**src/rtl/noc_tx_arbiter.sv**
```systemverilog
// noc_tx_arbiter
//   Shares the NoC router local injection port among NUM_REQ requesters.
//   A winner's flit is latched in IDLE and offered to the router in ISSUE.
//   The flit stays in ISSUE until the router takes it (noc_wr_o=1 and
//   noc_wait_i=0). Sustained rate is at most one flit every two cycles.
//
//   Optional feature: define NOC_TX_ARB_FIXED_PRIO_EN for fixed priority
//   (the lowest set index wins, and no last-grant state is kept). When it
//   is undefined, arbitration is round-robin starting after the last
//   accepted index.
//
// Ports
//   clk_i      : clock; all state changes on the rising edge
//   rst_n_i    : asynchronous active-low reset
//   req_i      : per-requester flit-pending request
//   data_i     : requester k flit at [k*NOC_BUS_SIZE +: NOC_BUS_SIZE]
//   ack_o      : one-hot strobe, combinational, high on the acceptance cycle
//   grant_o    : index of the current or last granted requester
//   busy_o     : high while a flit is offered (ISSUE)
//   noc_din_o  : flit to the router
//   noc_wr_o   : write strobe to the router (ISSUE)
//   noc_wait_i : router backpressure
module noc_tx_arbiter #(
  parameter int NUM_REQ      = 4,
  parameter int NUM_REQ_LOG2 = 2,
  parameter int NOC_BUS_SIZE = 66
) (
  input  logic                            clk_i,
  input  logic                            rst_n_i,
  input  logic [NUM_REQ-1:0]              req_i,
  input  logic [NUM_REQ*NOC_BUS_SIZE-1:0] data_i,
  output logic [NUM_REQ-1:0]              ack_o,
  output logic [NUM_REQ_LOG2-1:0]         grant_o,
  output logic                            busy_o,
  output logic [NOC_BUS_SIZE-1:0]         noc_din_o,
  output logic                            noc_wr_o,
  input  logic                            noc_wait_i
);

  typedef enum logic {IDLE = 1'b0, ISSUE = 1'b1} state_e;

  state_e                    state_q;
  logic [NOC_BUS_SIZE-1:0]   din_q;
  logic [NUM_REQ_LOG2-1:0]   grant_q;
  logic [NUM_REQ_LOG2-1:0]   win_d;

`ifdef NOC_TX_ARB_FIXED_PRIO_EN
  // Scan from the top so that the lowest set index is written last.
  always_comb begin
    win_d = '0;
    for (int k = NUM_REQ - 1; k >= 0; k--) begin
      if (req_i[NUM_REQ_LOG2'(k)]) win_d = NUM_REQ_LOG2'(k);
    end
  end
`else
  logic [NUM_REQ_LOG2-1:0] last_q;
  logic [NUM_REQ_LOG2-1:0] idx_d;
  logic                    found_d;
  int                      pos_d;

  // Search last_q+1, last_q+2, ... and wrap, so the requester that was
  // served last has the lowest priority this round.
  always_comb begin
    win_d   = last_q;
    idx_d   = '0;
    found_d = 1'b0;
    pos_d   = 0;
    for (int off = 1; off <= NUM_REQ; off++) begin
      pos_d = int'(last_q) + off;
      if (pos_d >= NUM_REQ) pos_d = pos_d - NUM_REQ;
      idx_d = NUM_REQ_LOG2'(pos_d);
      if (!found_d && req_i[idx_d]) begin
        win_d   = idx_d;
        found_d = 1'b1;
      end
    end
  end
`endif

  always_ff @(posedge clk_i or negedge rst_n_i) begin
    if (!rst_n_i) begin
      state_q <= IDLE;
      din_q   <= '0;
      grant_q <= '0;
`ifndef NOC_TX_ARB_FIXED_PRIO_EN
      last_q  <= NUM_REQ_LOG2'(NUM_REQ - 1);
`endif
    end else begin
      case (state_q)
        IDLE: begin
          // With no request, the flit and grant registers hold their values.
          if (|req_i) begin
            din_q   <= data_i[win_d*NOC_BUS_SIZE +: NOC_BUS_SIZE];
            grant_q <= win_d;
            state_q <= ISSUE;
          end
        end
        ISSUE: begin
          if (!noc_wait_i) begin
            state_q <= IDLE;
`ifndef NOC_TX_ARB_FIXED_PRIO_EN
            last_q  <= grant_q;
`endif
          end
        end
        default: state_q <= IDLE;
      endcase
    end
  end

  // The strobe is combinational so that the requester sees it in the same
  // cycle as the router accepts the flit. It can then drop req_i on that edge.
  always_comb begin
    ack_o = '0;
    if (state_q == ISSUE && !noc_wait_i) ack_o[grant_q] = 1'b1;
  end

  assign busy_o    = (state_q == ISSUE);
  assign noc_wr_o  = (state_q == ISSUE);
  assign noc_din_o = din_q;
  assign grant_o   = grant_q;

endmodule

```
**config.mk**
```make
export PLATFORM = sky130hd
export DESIGN_NAME = noc_tx_arbiter
export DESIGN_NICKNAME = d
export VERILOG_FILES = /design/src/rtl/noc_tx_arbiter.sv
export SDC_FILE = /design/constraint.sdc
export NUM_CORES = 1
export LEC_CHECK = 0
export BUFFER_PORTS_ARGS = -buffer_cell sky130_fd_sc_hd__buf_2
export CORE_MARGIN = 5
export CORE_UTILIZATION = 26
export CTS_BUF_LIST = sky130_fd_sc_hd__clkbuf_4
export CTS_CLUSTER_SIZE = 10
export DETAILED_ROUTE_END_ITERATION = 8
export HOLD_SLACK_MARGIN = 0.15
export PLACE_DENSITY = 0.57
export SETUP_SLACK_MARGIN = 0.15
export SKIP_CTS_REPAIR_TIMING = 1
export SLEW_MARGIN = 20
export SYNTH_ARGS = -nofsm -noshare
export SYNTH_HDL_FRONTEND = slang
export SYNTH_SLANG_ARGS = --single-unit
```
**constraint.sdc**
```tcl
create_clock -name clk_i -period 2.4 [get_ports clk_i]
set_input_delay 0.72 -clock clk_i [delete_from_list [all_inputs] [get_ports clk_i]]
set_output_delay 0.72 -clock clk_i [all_outputs]
set_load 0.005 [all_outputs]
```
# Yosys cells after proc, flatten, opt, wreduce, memory -nomap -nowiden
# Cells that the tools add are included.
# W data, S select, Z words.
op_classes:
  n_addsub: 8
  mul: 1
  div: 0
  n_lt_le_gt_ge: 10
  n_eq_ne: 0
  n_shift: 1
  n_mux: 25
  bitwise: 2
  reduce_logical: 12
ops:
  columns: ["operator", "count"]
  rows:
  - ["$shiftx A264 B10 Y66", 1]
  - ["$mux W2", 8]
  - ["$lt A2 B3 Y1 const B", 5]
  - ["$mux W1", 10]
  - ["$ge A3 B3 Y1 const B", 3]
  - ["$bmux W1 S2", 4]
  - ["$mul A2 B6 Y8 const B", 1]
  - ["$sub A2 B1 Y2 const B", 4]
  - ["$add A2 B2 Y3 const B", 2]
  - ["$logic_and A1 B1 Y1", 5]
  - ["$add A2 B3 Y4 const B", 1]
  - ["$ge A4 B3 Y1 const B", 1]
  - ["$logic_not A1 Y1", 4]
  - ["$mux W4", 1]
  - ["$reduce_and A2 Y1", 2]
  - ["$reduce_or A4 Y1", 1]
  - ["$add A2 B1 Y3 const B", 1]
  - ["$demux W1 S2", 1]
  - ["$ge A2 B1 Y1 const B", 1]
  - ["$not A1 Y1", 2]
  - ["$pmux W1 S2", 1]
totals:
  regBits: 71
  latch_bits: 0
  ram_bits: 0
  romBits: 0
  output_inout_bits: 74
  wordCells: 63
  n_memories: 0

# Longest topological paths before layout
logic_depth:
  depth_word: 17
  ltp_mapped: 8
  ltp_nobuf: 5

# Worst setup path before layout
# Ideal clock, no wire load.
synth_path:
  path_kind: "input to register"
  start: "input port req_i[3]"
  end: "register din_q[44] (netlist: noc_din_o[44])"
  arrival_time_ps: 1818
  setup_slack_ps: 439
  cell_stages: 6
  n_path_buf: 2
  cell_sequence: "nor4_2 > nor2_2 > nand2b_2 > buf_2 > clkbuf_1 > o221ai_1"
synth_via:
  elab_chain_cells: 14
synth_lines:
  columns: ["item", "line", "rtl"]
  rows:
  - ["start: declaration", "30", "input logic [NUM_REQ-1:0] req_i,"]
  - ["$bmux W1 S2", "72", "if (!found_d && req_i[idx_d]) begin"]
  - ["$mux W1 (implied by the code)", "72", null]
  - ["$mux W1", "72", null]
  - ["$logic_not A1 Y1", "72", null]
  - ["$logic_and A1 B1 Y1", "72", null]
  - ["$mux W1", "72", null]
  - ["$logic_not A1 Y1", "72", null]
  - ["$logic_and A1 B1 Y1", "72", null]
  - ["$mux W1", "72", null]
  - ["$logic_not A1 Y1", "72", null]
  - ["$logic_and A1 B1 Y1", "72", null]
  - ["$mux W2", "72", null]
  - ["$mul A2 B6 Y8", "93", "din_q <= data_i[win_d*NOC_BUS_SIZE +: NOC_BUS_SIZE];"]
  - ["$shiftx A264 B10 Y66", "93", null]
  - ["end signal: assignment", "93", null]
  - ["end: declaration", "43", "logic [NOC_BUS_SIZE-1:0] din_q;"]
# Parallel ways exist; a longest one is shown, timed or not. The select of a mux whose other input is x is not followed.
# A chain may end at the register's enable or synchronous reset.

# Final worst setup path
layout_path:
  start: "register state_q (netlist: busy_o)"
  end: "output port ack_o[3]"
layout_via:
  elab_chain_cells: 2
layout_lines:
  columns: ["item", "line", "rtl"]
  rows:
  - ["start: declaration", "42", "state_e state_q;"]
  - ["start signal: assignment", "82", "state_q <= IDLE;"]
  - ["start signal: assignment", "95", "state_q <= ISSUE;"]
  - ["start signal: assignment", "100", "state_q <= IDLE;"]
  - ["$logic_and A1 B1 Y1", "115", "if (state_q == ISSUE && !noc_wait_i) ack_o[grant_q] = 1'b1;"]
  - ["$mux W4", "115", null]
  - ["end: declaration", "32", "output logic [NUM_REQ-1:0] ack_o,"]
# Every way passes these cells.

==> metrics <==
result of the run=complete, no violations; maximum capacitance violations=0; Post-layout nets=1019; effective utilization at floorplan=0.263; transition time of the tightest slew-check pin=0.443 ns; post-route ant nets=0; signal arrival time at the worst endpoint=1.34 ns; DIE HEIGHT=142 µm; detailed placer's ending HPWL=12500 µm; Hold WC Path Type=primary input to asynchronous set/reset pin; Clock Sinks=71; total number of yosys warnings=0; synthesis-stage register bit count=71; number of core rows=48; antenna violations before repair=1; commonest non-fill, non-tap cells in the layout=sky130_fd_sc_hd__buf_2, sky130_fd_sc_hd__mux2i_1, sky130_fd_sc_hd__nand2_1, sky130_fd_sc_hd__dfrtp_1, sky130_fd_sc_hd__o221ai_1; data required time at the worst endpoint=1.68 ns; highest clock frequency the design can meet=484 MHz; number of vias after detailed routing=4549; CTS tree=done; number of remaining DRC errors=0; FF/Latch Area=1780 µm²; flop-to-flop setup slack=0.43 ns; Synth Net Count=677; Die W=142 µm; Routability Congestion=0.810; CTS Buf Count=9; RSZ-0062 raised after global routing=no; total setup violations reported at the end of the flow=0; number of buffers inserted by port buffering=344; Max IR drop VDD=0.000314 V; Syn-to-layout area delta=46.6%; # fillers=1735; Pleak=3.68 nW; synthesized cell area=4500 µm²; Hold Fails Final Rpt=0; io pins=345; Mean Syn Cell Area=11.1 µm²; clock period minus worst slack=2.06 ns; vias in the first global route=4804; Clock Tree Root=sky130_fd_sc_hd__clkbuf_4; total number of H-tree levels=3; number of distinct library cells after synthesis=27; Worst-path clk slew=0.12 ns; maximum number of pins on one net before global-route repair=59; power per standard cell area=822 nW/µm²; CP Capture Type=primary output; fin crit share=0.860; setup total negative slack=0 ns; max-slew violations=0; cells after synthesis=406; kind of start point of the critical path=flip-flop; worst setup skew after layout=0.0121 ns; worst relative slew slack=0.702; Global Route Usage Sum=0.150; drt total wl=15700 µm; DR WL/cell=16.0 µm; wire length of the first global-routing pass=24000 µm; average via count per standard cell=4.64; overall power=0.00543 W; startpoint-to-endpoint class of the critical path=flip-flop to primary output; Multi-input gate area=2340 µm²; sequential fraction of the synthesis area=0.395; clk buf depth=2; area of the die=20000 µm²; fraction of final layout cells with drive strength greater than 1=0.525; Floorplan Core Area=17100 µm²; leftover overflow at the end of global routing=0; worst-path maximum fanout=6; total iterations of the first detailed-routing run=4; most common library cell in the layout ignoring fill and taps=sky130_fd_sc_hd__buf_2; source-to-sink clock delay at the later pin of the worst-skew pair=0.42 ns; initial drt markers=100
## layout make-up
cell class | count | area share
inverter | 4 | 0.00227
timing repair buffer | 369 | 0.310
clock inverter | 7 | 0.00967
antenna | 2 | 0.000758
sequential | 71 | 0.270
multi-input combinational | 293 | 0.354
tap | 225 | 0.0426
clock buffer | 9 | 0.0102
## per-layer routing
layer / GRT usage / vias up / part of all wire
met1: 0.174 / 2044 / 0.39
met3: 0.0404 / 28 / 0.097
li1: - / 2233 / -
met5: 0 / - / 0
met4: 0.0687 / 0 / 0.027
met2: 0.257 / 244 / 0.48
## per-stage QoR
stage          hold WS, ns  setup WS (ns)  instance area, µm²  utilization  instances
2_1_floorplan        0.424          0.439                4500            -        406
3_5_place_dp         0.467          0.115                6450        0.377        961
4_1_cts              0.187         0.0109                6580        0.384        977
6_report             0.235          0.336                6600        0.386        980
3_3_place_gp         0.465          0.179                6450        0.377        961
5_1_grt              0.213          0.209                6600        0.386        980
## worst max-delay path, cell delays in order (launching register included)
cell	delay (ns)
sky130_fd_sc_hd__dfrtp_2	0.42
sky130_fd_sc_hd__inv_1	0.13
sky130_fd_sc_hd__nor2_4	0.07
sky130_fd_sc_hd__and3_1	0.18
sky130_fd_sc_hd__buf_2	0.12
## where the power goes
| group | leakage [nW] | total (W) | switching [W] | internal, W |
|---|---|---|---|---|
| Combinational | 2.74 | 0.00274 | 0.00130 | 0.00144 |
| Sequential | 0.871 | 0.00194 | 0.000267 | 0.00167 |
| Clock | 0.0691 | 0.000750 | 0.000442 | 0.000308 |
| Total | 3.68 | 0.00543 | 0.00201 | 0.00341 |
## flip-flops by register name, indices dropped and copies added (netlist names)
| signal | cells |
|---|---|
| noc_din_o | 66 |
| grant_o | 2 |
| last_q | 2 |
| busy_o | 1 |
## synth_stat cells
cell / number / share of area
sky130_fd_sc_hd__nor3_1: 1 / 0.0011
sky130_fd_sc_hd__a31oi_1: 1 / 0.0014
sky130_fd_sc_hd__nand2_1: 74 / 0.062
sky130_fd_sc_hd__o221ai_1: 66 / 0.13
sky130_fd_sc_hd__clkbuf_1: 11 / 0.0092
sky130_fd_sc_hd__dfstp_2: 2 / 0.012
sky130_fd_sc_hd__inv_1: 4 / 0.0033
sky130_fd_sc_hd__nor4_2: 1 / 0.0028
sky130_fd_sc_hd__o221ai_2: 1 / 0.0033
sky130_fd_sc_hd__buf_6: 1 / 0.0025
sky130_fd_sc_hd__nor2_2: 1 / 0.0014
sky130_fd_sc_hd__nand2_2: 1 / 0.0014
sky130_fd_sc_hd__nand2b_2: 1 / 0.0019
sky130_fd_sc_hd__o21ai_0: 2 / 0.0022
sky130_fd_sc_hd__nor2_1: 3 / 0.0025
sky130_fd_sc_hd__and3_1: 1 / 0.0014
sky130_fd_sc_hd__buf_4: 1 / 0.0017
sky130_fd_sc_hd__bufbuf_8: 6 / 0.025
sky130_fd_sc_hd__dfrtp_1: 69 / 0.38
sky130_fd_sc_hd__a22oi_2: 1 / 0.0028
sky130_fd_sc_hd__a21oi_1: 3 / 0.0033
sky130_fd_sc_hd__buf_2: 11 / 0.012
sky130_fd_sc_hd__or2_1: 1 / 0.0014
sky130_fd_sc_hd__nor4_1: 1 / 0.0014
sky130_fd_sc_hd__buf_12: 8 / 0.036
sky130_fd_sc_hd__nand3_1: 1 / 0.0011
sky130_fd_sc_hd__mux2i_1: 133 / 0.30
## final timing paths
path	startpoint	endpoint	cells past startpoint
hold / removal	rst_n_i	noc_din_o[40]	1
max in group asynchronous	rst_n_i	noc_din_o[4]	2
setup / recovery	busy_o	ack_o[3]	4
min in group clk_i	noc_din_o[26]	noc_din_o[26]	2
setup reg to reg	last_q[1]	noc_din_o[59]	6
hold reg to reg	noc_din_o[26]	noc_din_o[26]	2
## logic make-up (layout without fill, tap and decap cells)
logic type / Yosys count / after routing / share of synthesized area
other: 0 / 2 / 0
muxes: 133 / 133 / 0.296
AOI/OAI and AO/OA: 74 / 74 / 0.141
DFF: 71 / 71 / 0.395
and+or+nand+nor: 86 / 86 / 0.0781
buffers and inverters: 42 / 389 / 0.0895
Note: power is estimated with default switching activity, not from simulation.
